**config.mk**
```make
export PLATFORM = sky130hd
export DESIGN_NAME = iobus_timer_intr
export DESIGN_NICKNAME = d
export VERILOG_FILES = /design/src/rtl/iobus_timer_intr.sv
export SDC_FILE = /design/constraint.sdc
export NUM_CORES = 1
export LEC_CHECK = 0
export ABC_AREA = 1
export CELL_PAD_IN_SITES_DETAIL_PLACEMENT = 1
export CELL_PAD_IN_SITES_GLOBAL_PLACEMENT = 1
export CORE_ASPECT_RATIO = 0.7
export CORE_MARGIN = 8
export CORE_UTILIZATION = 41
export CTS_CLUSTER_SIZE = 16
export DETAILED_ROUTE_END_ITERATION = 10
export DONT_BUFFER_PORTS = 1
export PLACE_DENSITY_LB_ADDON = 0.15
export SKIP_CTS_REPAIR_TIMING = 1
export SLEW_MARGIN = 30
export SYNTH_ARGS = -nofsm -noshare
export SYNTH_HDL_FRONTEND = slang
export SYNTH_SLANG_ARGS = --single-unit
```
**constraint.sdc**
```tcl
create_clock -name clk -period 1.5 [get_ports clk]
set_input_delay 0.075 -clock clk [delete_from_list [all_inputs] [get_ports clk]]
set_output_delay 0.075 -clock clk [all_outputs]
set_load 0.05 [all_outputs]
```
**src/rtl/iobus_timer_intr.sv**
```systemverilog
// Memory-mapped timer/counter on the MCU IOBUS: CTRL/PERIOD/COUNT/STATUS window,
// prescaled tick, registered read-back and a level interrupt held until W1C.
module iobus_timer_intr #(
    parameter logic [31:0] BASE_ADDR  = 32'h1100_0100,
    parameter int          PRESCALE_W = 8
) (
    input  logic        clk,
    input  logic        rst_n,
    input  logic [31:0] iobus_addr,
    input  logic [31:0] iobus_out,
    input  logic        iobus_wr,
    output logic [31:0] rd_data,
    output logic        rd_sel,
    output logic        intr
);
    localparam logic [1:0] OFF_CTRL   = 2'd0;
    localparam logic [1:0] OFF_PERIOD = 2'd1;
    localparam logic [1:0] OFF_COUNT  = 2'd2;
    localparam logic [1:0] OFF_STATUS = 2'd3;

    logic                  hit;
    logic [1:0]            offset;
    logic                  wr_ctrl, wr_period, wr_count, wr_status;
    logic                  en, ie, auto_reload;
    logic [PRESCALE_W-1:0] presc, pcnt;
    logic [31:0]           period, count;
    logic                  pend, ovf;
    logic                  tick, match, w1c_pend, w1c_ovf;
    logic [31:0]           ctrl_word, rd_mux;

    assign hit       = (iobus_addr[31:4] == BASE_ADDR[31:4]);
    assign offset    = iobus_addr[3:2];
    assign wr_ctrl   = iobus_wr && hit && (offset == OFF_CTRL);
    assign wr_period = iobus_wr && hit && (offset == OFF_PERIOD);
    assign wr_count  = iobus_wr && hit && (offset == OFF_COUNT);
    assign wr_status = iobus_wr && hit && (offset == OFF_STATUS);

    assign tick     = en && (pcnt == presc);
    assign match    = tick && (count == period);
    assign w1c_pend = wr_status && iobus_out[0];
    assign w1c_ovf  = wr_status && iobus_out[1];

    // A CTRL write of EN takes precedence over the one-shot auto-clear.
    always_ff @(posedge clk or negedge rst_n) begin
        if (!rst_n) begin
            en          <= 1'b0;
            ie          <= 1'b0;
            auto_reload <= 1'b0;
            presc       <= '0;
        end else if (wr_ctrl) begin
            en          <= iobus_out[0];
            ie          <= iobus_out[1];
            auto_reload <= iobus_out[2];
            presc       <= iobus_out[8 +: PRESCALE_W];
        end else if (match && !auto_reload) begin
            en <= 1'b0;
        end
    end

    always_ff @(posedge clk or negedge rst_n) begin
        if (!rst_n) begin
            pcnt <= '0;
        end else if (wr_ctrl || tick) begin
            pcnt <= '0;
        end else if (en) begin
            pcnt <= pcnt + 1'b1;
        end
    end

    always_ff @(posedge clk or negedge rst_n) begin
        if (!rst_n) begin
            period <= '0;
        end else if (wr_period) begin
            period <= iobus_out;
        end
    end

    always_ff @(posedge clk or negedge rst_n) begin
        if (!rst_n) begin
            count <= '0;
        end else if (wr_count) begin
            count <= iobus_out;
        end else if (tick) begin
            count <= match ? 32'd0 : count + 32'd1;
        end
    end

    // A match setting PEND wins over a same-cycle W1C, and then does not flag OVF.
    always_ff @(posedge clk or negedge rst_n) begin
        if (!rst_n) begin
            pend <= 1'b0;
            ovf  <= 1'b0;
        end else begin
            if (match) begin
                pend <= 1'b1;
            end else if (w1c_pend) begin
                pend <= 1'b0;
            end
            if (match && pend && !w1c_pend) begin
                ovf <= 1'b1;
            end else if (w1c_ovf) begin
                ovf <= 1'b0;
            end
        end
    end

    always_comb begin
        ctrl_word                   = '0;
        ctrl_word[0]                = en;
        ctrl_word[1]                = ie;
        ctrl_word[2]                = auto_reload;
        ctrl_word[8 +: PRESCALE_W]  = presc;
    end

    always_comb begin
        rd_mux = '0;
        case (offset)
            OFF_CTRL:   rd_mux = ctrl_word;
            OFF_PERIOD: rd_mux = period;
            OFF_COUNT:  rd_mux = count;
            OFF_STATUS: rd_mux = {30'd0, ovf, pend};
            default:    rd_mux = '0;
        endcase
    end

    always_ff @(posedge clk or negedge rst_n) begin
        if (!rst_n) begin
            rd_data <= '0;
            rd_sel  <= 1'b0;
        end else begin
            rd_data <= hit ? rd_mux : 32'd0;
            rd_sel  <= hit;
        end
    end

    assign intr = pend && ie;

endmodule
```
---- After elaboration in Yosys (flattened, before gate mapping) ----
Cells that the tools add are included.
storage, ports and cells
  register bits after elaboration ......... 118
  input bits .............................. 67
  output and inout port bits .............. 34
  logic and storage cells ................. 54
operators by class
  $add $sub $neg .......................... 2
  eq/ne operators ......................... 6
  mux-type cells .......................... 13
  reduce and logical (&&, ||, !) cells .... 22
operators with widths
  cell                     count
  $mux W32                 4
  $pmux W32 S4             1
  $add A32 B1 Y32 const B  1
  $eq A32 B32 Y1           1
  $eq A28 B25 Y1 const B   1
  $mux W8                  2
  $logic_and A1 B1 Y1      13
  $reduce_bool A2 Y1       5
  $add A8 B1 Y8 const B    1
  $eq A8 B8 Y1             1
  $mux W1                  6
  $eq A2 B2 Y1 const B     2
  $eq A2 B1 Y1 const B     1
  $logic_not A1 Y1         2
  $logic_not A2 Y1         1
  $logic_or A1 B1 Y1       1

---- Longest topological paths before layout ----
Gate-level depths: netlist (run 1).
  depth in word-level cells ............... 7
  depth in mapped cells ................... 13
  gate-level depth less buffers ........... 12

---- Least setup slack after synthesis (run 1) ----
Ideal clock, no wire load.
  path type ............................... register -> register
  from .................................... reg count[10]
  to ...................................... reg count[21]
  library setup time ...................... 0.117 ns
  data arrival time ....................... 1.453 ns
  data required time ...................... 1.383 ns
  setup slack ............................. -0.070 ns
  cell stages (with the launch flop) ...... 11
  buffers on the path ..................... 2
  clock period less this slack ............ 1.570 ns
  path through ............................ dfrtp_1 clkbuf_1 xnor2_1 nand2_1 nor2_1 nand2_1 nor2_1 nand3_4 buf_2 nand3_1 nand2_1
between the ends
  word-level cells in the longest chain between the ends .. 5
  elaborated cells on any way between the ends .. 6
  those cells by class .................... add/sub (1); eq/ne (1); mux (3); reduce/logical (1)
ends and longest elaborated chain
  what                                                                     line  RTL
  from (decl)                                                              26    logic [31:0] period, count;
  from (signal assigned)                                                   82    count <= iobus_out;
  from (signal assigned)                                                   84    count <= match ? 32'd0 : count + 32'd1;
  parallel branches: the longest is 2 deep, another holds $add A32 B1 Y32  -
  $mux W32 (*)                                                             84
  $mux W32 (*)                                                             83    end else if (tick) begin
  $mux W32 (*)                                                             81    end else if (wr_count) begin
Every way passes the cells marked *. The select of a mux whose other input is x is not followed.
A chain may end at the register's enable or synchronous reset.

---- Worst setup path after layout (run 1) ----
  from .................................... reg period[16]
  to ...................................... reg count[13]
between the ends
  word-level cells in the longest chain between the ends .. 5
ends and longest elaborated chain
  what                    line  RTL
  from (decl)             26
  from (signal assigned)  74    period <= iobus_out;
  $eq A32 B32 Y1          39    assign match = tick && (count == period);
  $logic_and A1 B1 Y1     39
  $mux W32                84
  $mux W32                83
  $mux W32                81
Every way passes these cells. The select of a mux whose other input is x is not followed.

==> key figures, run 1 <==
STA
  • Clock Skew: 0.007521 ns
  • Count of pins over their slew limit: 0
  • Shortest period the worst path allows: 1.826 ns
  • Setup Viol. Count Final: 36
  • Unrepaired setup endpoints after global routing: yes
  • Maximum achievable frequency: 0.5477 GHz
  • Slew of the pin with the lowest slew margin: 0.4744 ns
  • Total count of hold-check failures in the final report: 119
  • Hold slack: -0.6618 ns
  • Max transition margin: 0.6840
  • Worst setup slack after layout: -0.3259 ns
  • Summed negative setup slack over all endpoints: -9.304 ns
  • Post-route clock period utilization: 1.217

Status
  • Status: finished with violations
  • Violations in the final reports: hold timing, setup timing

Critical path
  • Largest driver fanout on the critical path: 7
  • Data arrival time at the worst-slack endpoint: 2.13 ns
  • Cell with the most instances on the worst path: nand2_1
  • Depth of the critical timing path with buffers and inverters included: 12
  • Total buffers and inverters traversed by the critical path: 3
  • Worst setup path class: reg -> reg
  • Crit path max-delay cell type: dfrtp_1
  • CP Capture Type: register
  • Required @ worst endpoint: 1.80 ns
  • Worst path top cell family by delay: simple AND/OR/NAND/NOR gates
  • CP peak stage delay: 0.38 ns
  • Worst-case reg-to-reg path depth: 12
  • Crit start category: register
  • Critical-path cell list: inv_1, nand2_1, nand2_1, nand2_1, nor2_1, nand2_1, nor2_4, buf_6, nand3_4, buf_12, nand3_2, nand2_1

Logic synthesis
  • Mean area per synthesized cell: 6.900 µm²
  • Fraction of the yosys area taken by sequential cells: 0.4279
  • Synthesized net count: 1069
  • Library cell with the largest summed area after synthesis: dfrtp_1
  • Library cells used by synthesis: 30
  • Post-synth top area share: 0.4279
  • Yosys synthesis warning count: 0
  • Post-synthesis sequential element count: 118
  • Top post-synthesis cells by area: dfrtp_1 43%, nand2_1 20%, inv_1 7.0%
  • Summed instance area of the synthesized netlist: 0.006900 mm²
  • Post-synthesis cell count: 1000

Global routing
  • First-pass GRT wire length: 39890 µm
  • Largest net degree at the start of global routing: 119
  • Via count of the first global-routing pass: 7376
  • Remaining global-route overflow: 0
  • Total track usage: 0.2382
  • Number of antenna violations at the first check in global routing: 1

Drt
  • Post-detailed-route count of antenna-violating nets: 0
  • Initial DRC Count: 436
  • Router iterations before antenna repair: 5
  • Detail-routed net length per standard cell: 19.34 µm
  • Vias: 7150
  • Ratio of routed vias to standard cells: 5.136
  • Drt total wl: 26920 µm
  • Count of unresolved DRC violations after routing: 0

Clock network
  • Depth of the CTS H-tree: 4
  • Number of buffers between clock root and the deepest sink: 2
  • Clock latency at the later pin of the worst-skew pair: 0.43 ns
  • Clock slew at reported path FFs: 0.06 ns
  • CTS Sinks: 118
  • Cell at the root of the clock tree: clkbuf_16
  • Clock tree from TritonCTS: yes
  • Number of clock buffers inserted by TritonCTS: 17

Pwr
  • Worst-case vdd ir drop: 533.6 µV
  • Switching Fraction: 0.2045
  • Leakage power figure: 0.004704 µW
  • Power density of the placed cells: 840.8 mW/mm²
  • Net Sw Power: 1651 µW
  • Seq pwr share: 0.395
  • Share of total power in combinational logic: 0.026
  • Clock share of power: 0.580
  • Int Pwr: 6422 µW

Die
  • Std-Cell Core Area: 0.01640 mm²
  • Count of pins on the block boundary: 101
  • Initial Utilization: 0.4209
  • Row count: 39
  • Die area: 0.02130 mm²
  • Die Span Y: 124.5 µm
  • Horizontal die dimension: 171.1 µm

Placement
  • GPL Wtd Cong: 0.8968
  • DP HPWL: 17310 µm
  • Placed insts: 1316
  • I/O Buffers: 0

Layout
  • Area growth from synthesis to layout: 39.15%
  • Most frequent standard cell in the layout excluding fill and tap cells: nand2_1
  • Final net count: 1224
  • Most frequent cells in the layout: 348 x nand2_1, 135 x buf_4, 123 x inv_1
  • Filler-free cell count of the finished design: 1392
  • Filler instances: 2020
  • Diodes inserted: 0
  • Fraction of final layout cells sized beyond drive strength 1: 0.2305

Min path
  • Worst Hold Class: in -> async

Flow run
  • Number of maximum-capacitance violations: 0
[sequential cells by signal, summed over array words and instances (netlist names)]
name and cells:
en 1, count 32, ovf 1, rd_sel 1, presc 8, pcnt 8, ie 1, auto_reload 1
pend 1, period 32, rd_data 32
[synthesized netlist by cell type (all sizes together)]
cell / n
a21oi: 25
or2: 1
inv: 129
o22ai: 2
nor3b: 1
xor2: 19
and2: 1
xnor2: 30
o21ai: 47
clkbuf: 34
buf: 18
a221oi: 2
nor2: 93
nand2: 368
nand3: 71
nor3: 8
o21a: 1
ha: 2
nand3b: 4
dfrtp: 118
a31oi: 8
nand4: 18
[cell families (layout without fill, tap and decap cells)]
kind of cell / after synthesis / in the layout / synth area share
AOI/OAI and AO/OA: 85 / 85 / 0.06491
and+or+nand+nor: 565 / 565 / 0.3376
adders and majority gates: 2 / 2 / 0.003626
DFF: 118 / 118 / 0.4279
xor gates and xnor gates: 49 / 49 / 0.06219
buffers and inverters: 181 / 348 / 0.1037
[layer usage]
layer,track usage,vias up,wire (µm)
li1,-,3391,-
met1,0.3261,3525,12300
met2,0.3614,186,12530
met3,0.05668,46,1480
met4,0.08108,2,601
met5,0,-,12
[final cells by class]
| class | count | area (µm²) | share of cell area |
|---|---|---|---|
| Clock buffer | 22 | 454.2 | 0.04730 |
| Clock inverter | 9 | 198.9 | 0.02072 |
| Inverter | 129 | 484.2 | 0.05043 |
| Multi-Input combinational cell | 701 | 3552 | 0.3700 |
| Sequential cell | 118 | 2957 | 0.3079 |
| Tap cell | 225 | 281.5 | 0.02932 |
| Timing Repair Buffer | 188 | 1674 | 0.1744 |
[final timing paths]
check                         startpoint    endpoint  slack [ns]
hold / removal                     rst_n     pcnt[6]       -0.66
min in group clk           iobus_addr[3]  rd_data[0]           0
max in group asynchronous          rst_n    count[1]        1.96
setup reg to reg              period[16]   count[13]       -0.33
setup / recovery              period[16]   count[13]       -0.33
hold reg to reg                      ovf         ovf        0.53
[power by group through the flow]
| stage | combinational [µW] | sequential [µW] | clock [µW] |
|---|---|---|---|
| 2_1_floorplan | 67.2 | 3240 | 0 |
| 3_3_place_gp | 101 | 3240 | 0 |
| 3_5_place_dp | 106 | 3240 | 0 |
| 4_1_cts | 109 | 3180 | 4720 |
| 5_1_grt | 223 | 3180 | 4860 |
| 6_report | 207 | 3190 | 4680 |
[metrics by stage]
step | setup WS, ns | cell area (µm²) | power, µW | util
after floorplan | -0.02709 | 6920 | 3309 | -
after detailed placement | -0.3979 | 8144 | 3348 | 0.4967
after global routing | -0.4068 | 9602 | 8264 | 0.5856
final | -0.3259 | 9602 | 8073 | 0.5856
after CTS | -0.4682 | 8797 | 8018 | 0.5366
after global placement | -0.3292 | 8144 | 3343 | 0.4967
Note: power is estimated with default switching activity, not from simulation.
==> inputs of run 2 (changes only) <==
--- a/config.mk
+++ b/config.mk
@@ -10,7 +10,7 @@
 export CELL_PAD_IN_SITES_GLOBAL_PLACEMENT = 1
 export CORE_ASPECT_RATIO = 0.7
 export CORE_MARGIN = 8
-export CORE_UTILIZATION = 41
+export CORE_UTILIZATION = 40
 export CTS_CLUSTER_SIZE = 16
 export DETAILED_ROUTE_END_ITERATION = 10
 export DONT_BUFFER_PORTS = 1
==> key figures, run 2 (same netlist as run 1, synthesis figures left out) <==
Status
  • Status: finished with violations
  • Violations in the final reports: hold timing, setup timing

Drt
  • Detail-routed net length per standard cell: 18.74 µm
  • Post-detailed-route count of antenna-violating nets: 0
  • Drt total wl: 26430 µm
  • Router iterations before antenna repair: 6
  • Count of unresolved DRC violations after routing: 0
  • Ratio of routed vias to standard cells: 5.053
  • Vias: 7125
  • Initial DRC Count: 347

STA
  • Worst setup slack after layout: -0.3072 ns
  • Clock Skew: 0.01055 ns
  • Shortest period the worst path allows: 1.807 ns
  • Maximum achievable frequency: 0.5533 GHz
  • Total count of hold-check failures in the final report: 119
  • Setup Viol. Count Final: 43
  • Post-route clock period utilization: 1.205
  • Slew of the pin with the lowest slew margin: 0.4883 ns
  • Unrepaired setup endpoints after global routing: yes
  • Count of pins over their slew limit: 0
  • Hold slack: -0.6639 ns
  • Max transition margin: 0.6747

Clock network
  • Depth of the CTS H-tree: 4
  • Cell at the root of the clock tree: clkbuf_16
  • Clock latency at the later pin of the worst-skew pair: 0.44 ns
  • Number of clock buffers inserted by TritonCTS: 17
  • Clock slew at reported path FFs: 0.05 ns
  • Clock tree from TritonCTS: yes
  • CTS Sinks: 118
  • Number of buffers between clock root and the deepest sink: 2

Die
  • Initial Utilization: 0.4055
  • Row count: 40
  • Count of pins on the block boundary: 101
  • Die area: 0.02178 mm²
  • Horizontal die dimension: 173.0 µm
  • Std-Cell Core Area: 0.01702 mm²
  • Die Span Y: 125.9 µm

Layout
  • Most frequent cells in the layout: 354 x nand2_1, 148 x buf_4, 123 x inv_1
  • Biggest registers after layout: count x32, period x32, rd_data x32
  • Diodes inserted: 0
  • Fraction of final layout cells sized beyond drive strength 1: 0.2307
  • Most frequent standard cell in the layout excluding fill and tap cells: nand2_1
  • Filler instances: 2144
  • Filler-free cell count of the finished design: 1410
  • Final net count: 1236
  • Area growth from synthesis to layout: 38.66%
  • Final design area excluding fillers: 0.009568 mm²

Global routing
  • First-pass GRT wire length: 39400 µm
  • Remaining global-route overflow: 0
  • Total track usage: 0.2282
  • Largest net degree at the start of global routing: 119
  • Number of antenna violations at the first check in global routing: 0
  • Via count of the first global-routing pass: 7249

Critical path
  • Data arrival time at the worst-slack endpoint: 2.13 ns
  • Startpoint of the worst-slack reg-to-reg timing path: count[8]
  • Required @ worst endpoint: 1.82 ns
  • Worst setup path class: reg -> reg
  • CP Capture Type: register
  • Launch point of the worst path: count[8]
  • Crit start category: register
  • Largest driver fanout on the critical path: 5

Pwr
  • Power density of the placed cells: 756.2 mW/mm²
  • Worst-case vdd ir drop: 553.1 µV
  • Leakage power figure: 0.004745 µW

Min path
  • Worst Hold Class: in -> async

Placement
  • DP HPWL: 17790 µm
  • Placed insts: 1332
  • Area after DPL: 0.008227 mm²
  • GPL Wtd Cong: 0.9099
  • I/O Buffers: 0
  • Worst slack after detailed placement: -0.3640 ns

Flow run
  • Number of maximum-capacitance violations: 0
==> run 2: cell count changes in the layout (fill, tap and decap cells not counted), sizes merged <==
cell         previous run  this run
buf                   152       163
bufinv                  6         1
clkinv                  3         6
clkinvlp                0         3
clkbuf                 24        23
dlygate4sd3            34        35
==> run 2: path summary, 6_finish.rpt <==
check,endpoint,slack (ns),cells past startpoint
worst max-delay path,count[23],-0.31,10
worst min-delay path,pcnt[6],-0.66,0
worst max register to register,count[23],-0.31,10
worst min register to register,ovf,0.50,2
max in group asynchronous,count[5],2.01,0
min in group clk,rd_data[0],-0.03,3
==> run 2: through the flow <==
stage	TNS, ns	hold slack (ns)	total power (µW)	util
after detailed placement	-12.15	-0.2161	3346	0.4835
after floorplan	-0.7313	-0.2206	3309	-
final	-7.831	-0.6639	7235	0.5623
after global placement	-11.50	-0.2162	3343	0.4835
after CTS	-13.66	-0.6728	7176	0.5148
after global routing	-10.77	-0.6814	7445	0.5623
==> run 2: worst max-delay path, stage by stage (launching register included) <==
cell and delay [ns]:
dfrtp_1 0.41, buf_4 0.14, nand2_1 0.09, nor2_2 0.24
buf_4 0.16, inv_1 0.04, nor2_1 0.14, nand3b_1 0.17
xor2_1 0.19, nand3_2 0.08, nand2_1 0.05
==> run 2: report_power, final <==
| part | leakage [µW] | internal [µW] | switching (µW) | total [µW] |
|---|---|---|---|---|
| Sequential | 0.00141 | 3180 | 0.0284 | 3190 |
| Clock | 0.000258 | 2290 | 1560 | 3840 |
| Combinational | 0.00308 | 92.4 | 115 | 207 |
| Total | 0.00474 | 5560 | 1670 | 7240 |
==> run 2: per-layer routing <==
layer | up-vias | track usage | part of all wire
met5 | - | 0 | 0
met4 | 0 | 0.07583 | 0.016
met3 | 35 | 0.05881 | 0.051
met2 | 178 | 0.3511 | 0.46
met1 | 3500 | 0.3083 | 0.47
li1 | 3412 | - | -
==> run 2: final cells by class <==
type / count / area, µm² / share of cell area
multi-input combinational: 701 / 3546 / 0.3706
sequential: 118 / 2957 / 0.3090
timing repair buffer: 200 / 1759 / 0.1839
inverter: 129 / 484.2 / 0.05061
clock buffer: 21 / 450.4 / 0.04708
tap: 231 / 289.0 / 0.03021
clock inverter: 10 / 82.58 / 0.008631
==> inputs of run 3 (changes only) <==
==> constraint.sdc (replaced) <==
create_clock -name clk -period 2.1 [get_ports clk]
set_input_delay 0.105 -clock clk [delete_from_list [all_inputs] [get_ports clk]]
set_output_delay 0.105 -clock clk [all_outputs]
set_load 0.05 [all_outputs]
==> key figures, run 3 (same netlist as run 1, synthesis figures left out) <==
Status
  • Status: finished with violations
  • Violations in the final reports: hold timing

Placement
  • I/O Buffers: 0
  • GPL Wtd Cong: 0.9010
  • Worst slack after detailed placement: 0.1601 ns
  • DP HPWL: 16990 µm

Drt
  • Ratio of routed vias to standard cells: 5.053
  • Initial DRC Count: 454
  • Sum of met3 wire segment lengths after detailed routing: 1051 µm
  • Met2 routed wirelength: 10060 µm
  • Count of unresolved DRC violations after routing: 0
  • Detail-routed net length per standard cell: 17.94 µm
  • Post-detailed-route count of antenna-violating nets: 0
  • Vias: 6524
  • Router iterations before antenna repair: 4
  • Uppermost signal routing layer after detailed routing: met4
  • Drt total wl: 23170 µm
  • Total routed wire length on the met1 layer: 11860 µm

Pwr
  • Final total power: 5219 µW
  • Power density of the placed cells: 633.0 mW/mm²
  • Worst-case vdd ir drop: 362.7 µV
  • Leakage power figure: 0.004033 µW

Die
  • Horizontal die dimension: 173.0 µm
  • Die area: 0.02178 mm²
  • Row count: 40
  • Count of pins on the block boundary: 101
  • Std-Cell Core Area: 0.01702 mm²
  • Initial Utilization: 0.4055
  • Die Span Y: 125.9 µm

Critical path
  • CP Capture Type: register
  • Data arrival time at the worst-slack endpoint: 2.25 ns
  • Required @ worst endpoint: 2.41 ns
  • Worst-case reg-to-reg path depth: 10
  • Largest driver fanout on the critical path: 5
  • Crit start category: register
  • Worst setup path class: reg -> reg

STA
  • Post-route clock period utilization: 0.9246
  • Hold slack: -0.6200 ns
  • Maximum achievable frequency: 0.5150 GHz
  • Clock Skew: 0.01196 ns
  • Slew of the pin with the lowest slew margin: 0.5650 ns
  • Count of pins over their slew limit: 0
  • Summed negative setup slack over all endpoints: 0 ns
  • Shortest period the worst path allows: 1.942 ns
  • Unrepaired setup endpoints after global routing: no
  • Worst setup slack after layout: 0.1583 ns
  • Max transition margin: 0.6236
  • Setup Viol. Count Final: 0
  • Total count of hold-check failures in the final report: 118

Clock network
  • Number of buffers between clock root and the deepest sink: 2
  • Depth of the CTS H-tree: 4
  • Number of clock buffers inserted by TritonCTS: 17
  • CTS Sinks: 118
  • Clock slew at reported path FFs: 0.06 ns
  • Clock tree from TritonCTS: yes
  • Clock latency at the later pin of the worst-skew pair: 0.42 ns
  • Cell at the root of the clock tree: clkbuf_16

Global routing
  • Via count of the first global-routing pass: 6634
  • Number of antenna violations at the first check in global routing: 1
  • First-pass GRT wire length: 36990 µm
  • Remaining global-route overflow: 0
  • Largest net degree at the start of global routing: 119
  • Total track usage: 0.2138

Min path
  • Worst Hold Class: in -> async

Layout
  • Filler instances: 2178
  • Most frequent cells in the layout: 368 x nand2_1, 128 x inv_1, 118 x dfrtp_1
  • Area growth from synthesis to layout: 19.47%
  • Util after Layout: 0.4845
  • Biggest registers after layout: count x32, period x32, rd_data x32
  • Final net count: 1115
  • Most frequent standard cell in the layout excluding fill and tap cells: nand2_1
  • Fraction of final layout cells sized beyond drive strength 1: 0.07932

Flow run
  • Number of maximum-capacitance violations: 0
## run 3: cell count changes in the layout (fill, tap and decap cells not counted), moves of 9 or more
cell and change:
nand3_1 +10, nand3_2 -9, nand2_1 +14, nor2_1 +31, buf_4 -107, nand2_2 -11
nor2_4 -14, nor2_2 -17
## run 3: worst max-delay path, stage by stage (launching register included)
cell	delay [ns]
dfrtp_1	0.43
ha_1	0.20
nand2_1	0.10
nor2_2	0.20
nand2_1	0.19
nor2_1	0.22
nand2_1	0.10
xor2_1	0.15
inv_1	0.07
nand3_1	0.11
nand2_1	0.06
## run 3: layout make-up
class	instances	area, µm²	area share
inverters	129	484.2	0.05873
repair buffers	79	718.2	0.08711
clock buffers	20	456.7	0.05540
multi-input cells	701	3237	0.3926
clock inverters	12	103.9	0.01260
flip-flops and latches	118	2953	0.3582
diodes	1	2.502	0.0003035
well taps	231	289.0	0.03506
## run 3: through the flow
stage	instance area [µm²]	std cells
global placement	7328	1223
detailed placement	7328	1223
global route	8244	1291
CTS	7889	1255
floorplan	6900	1000
finish	8244	1291
## run 3: path summary, 6_finish.rpt
kind                          startpoint         end  slack, ns
hold / removal                     rst_n     pcnt[7]      -0.62
max in group asynchronous          rst_n  period[30]       2.54
setup reg to reg                count[1]   count[26]       0.16
setup / recovery                count[1]   count[26]       0.16
min in group clk           iobus_addr[4]      rd_sel       0.01
hold reg to reg                      ovf         ovf       0.51
## run 3: per-layer routing
layer	global-route usage	vias up
met3	0.05075	17
met5	0	-
met2	0.3149	120
met1	0.3099	3206
li1	-	3181
met4	0.05207	0
## run 3: power breakdown
part	leakage (µW)	internal (µW)	switching, µW
Combinational	0.00236	67.2	80.5
Sequential	0.00142	2270	0.0292
Clock	0.000260	1680	1120
Total	0.00403	4020	1200
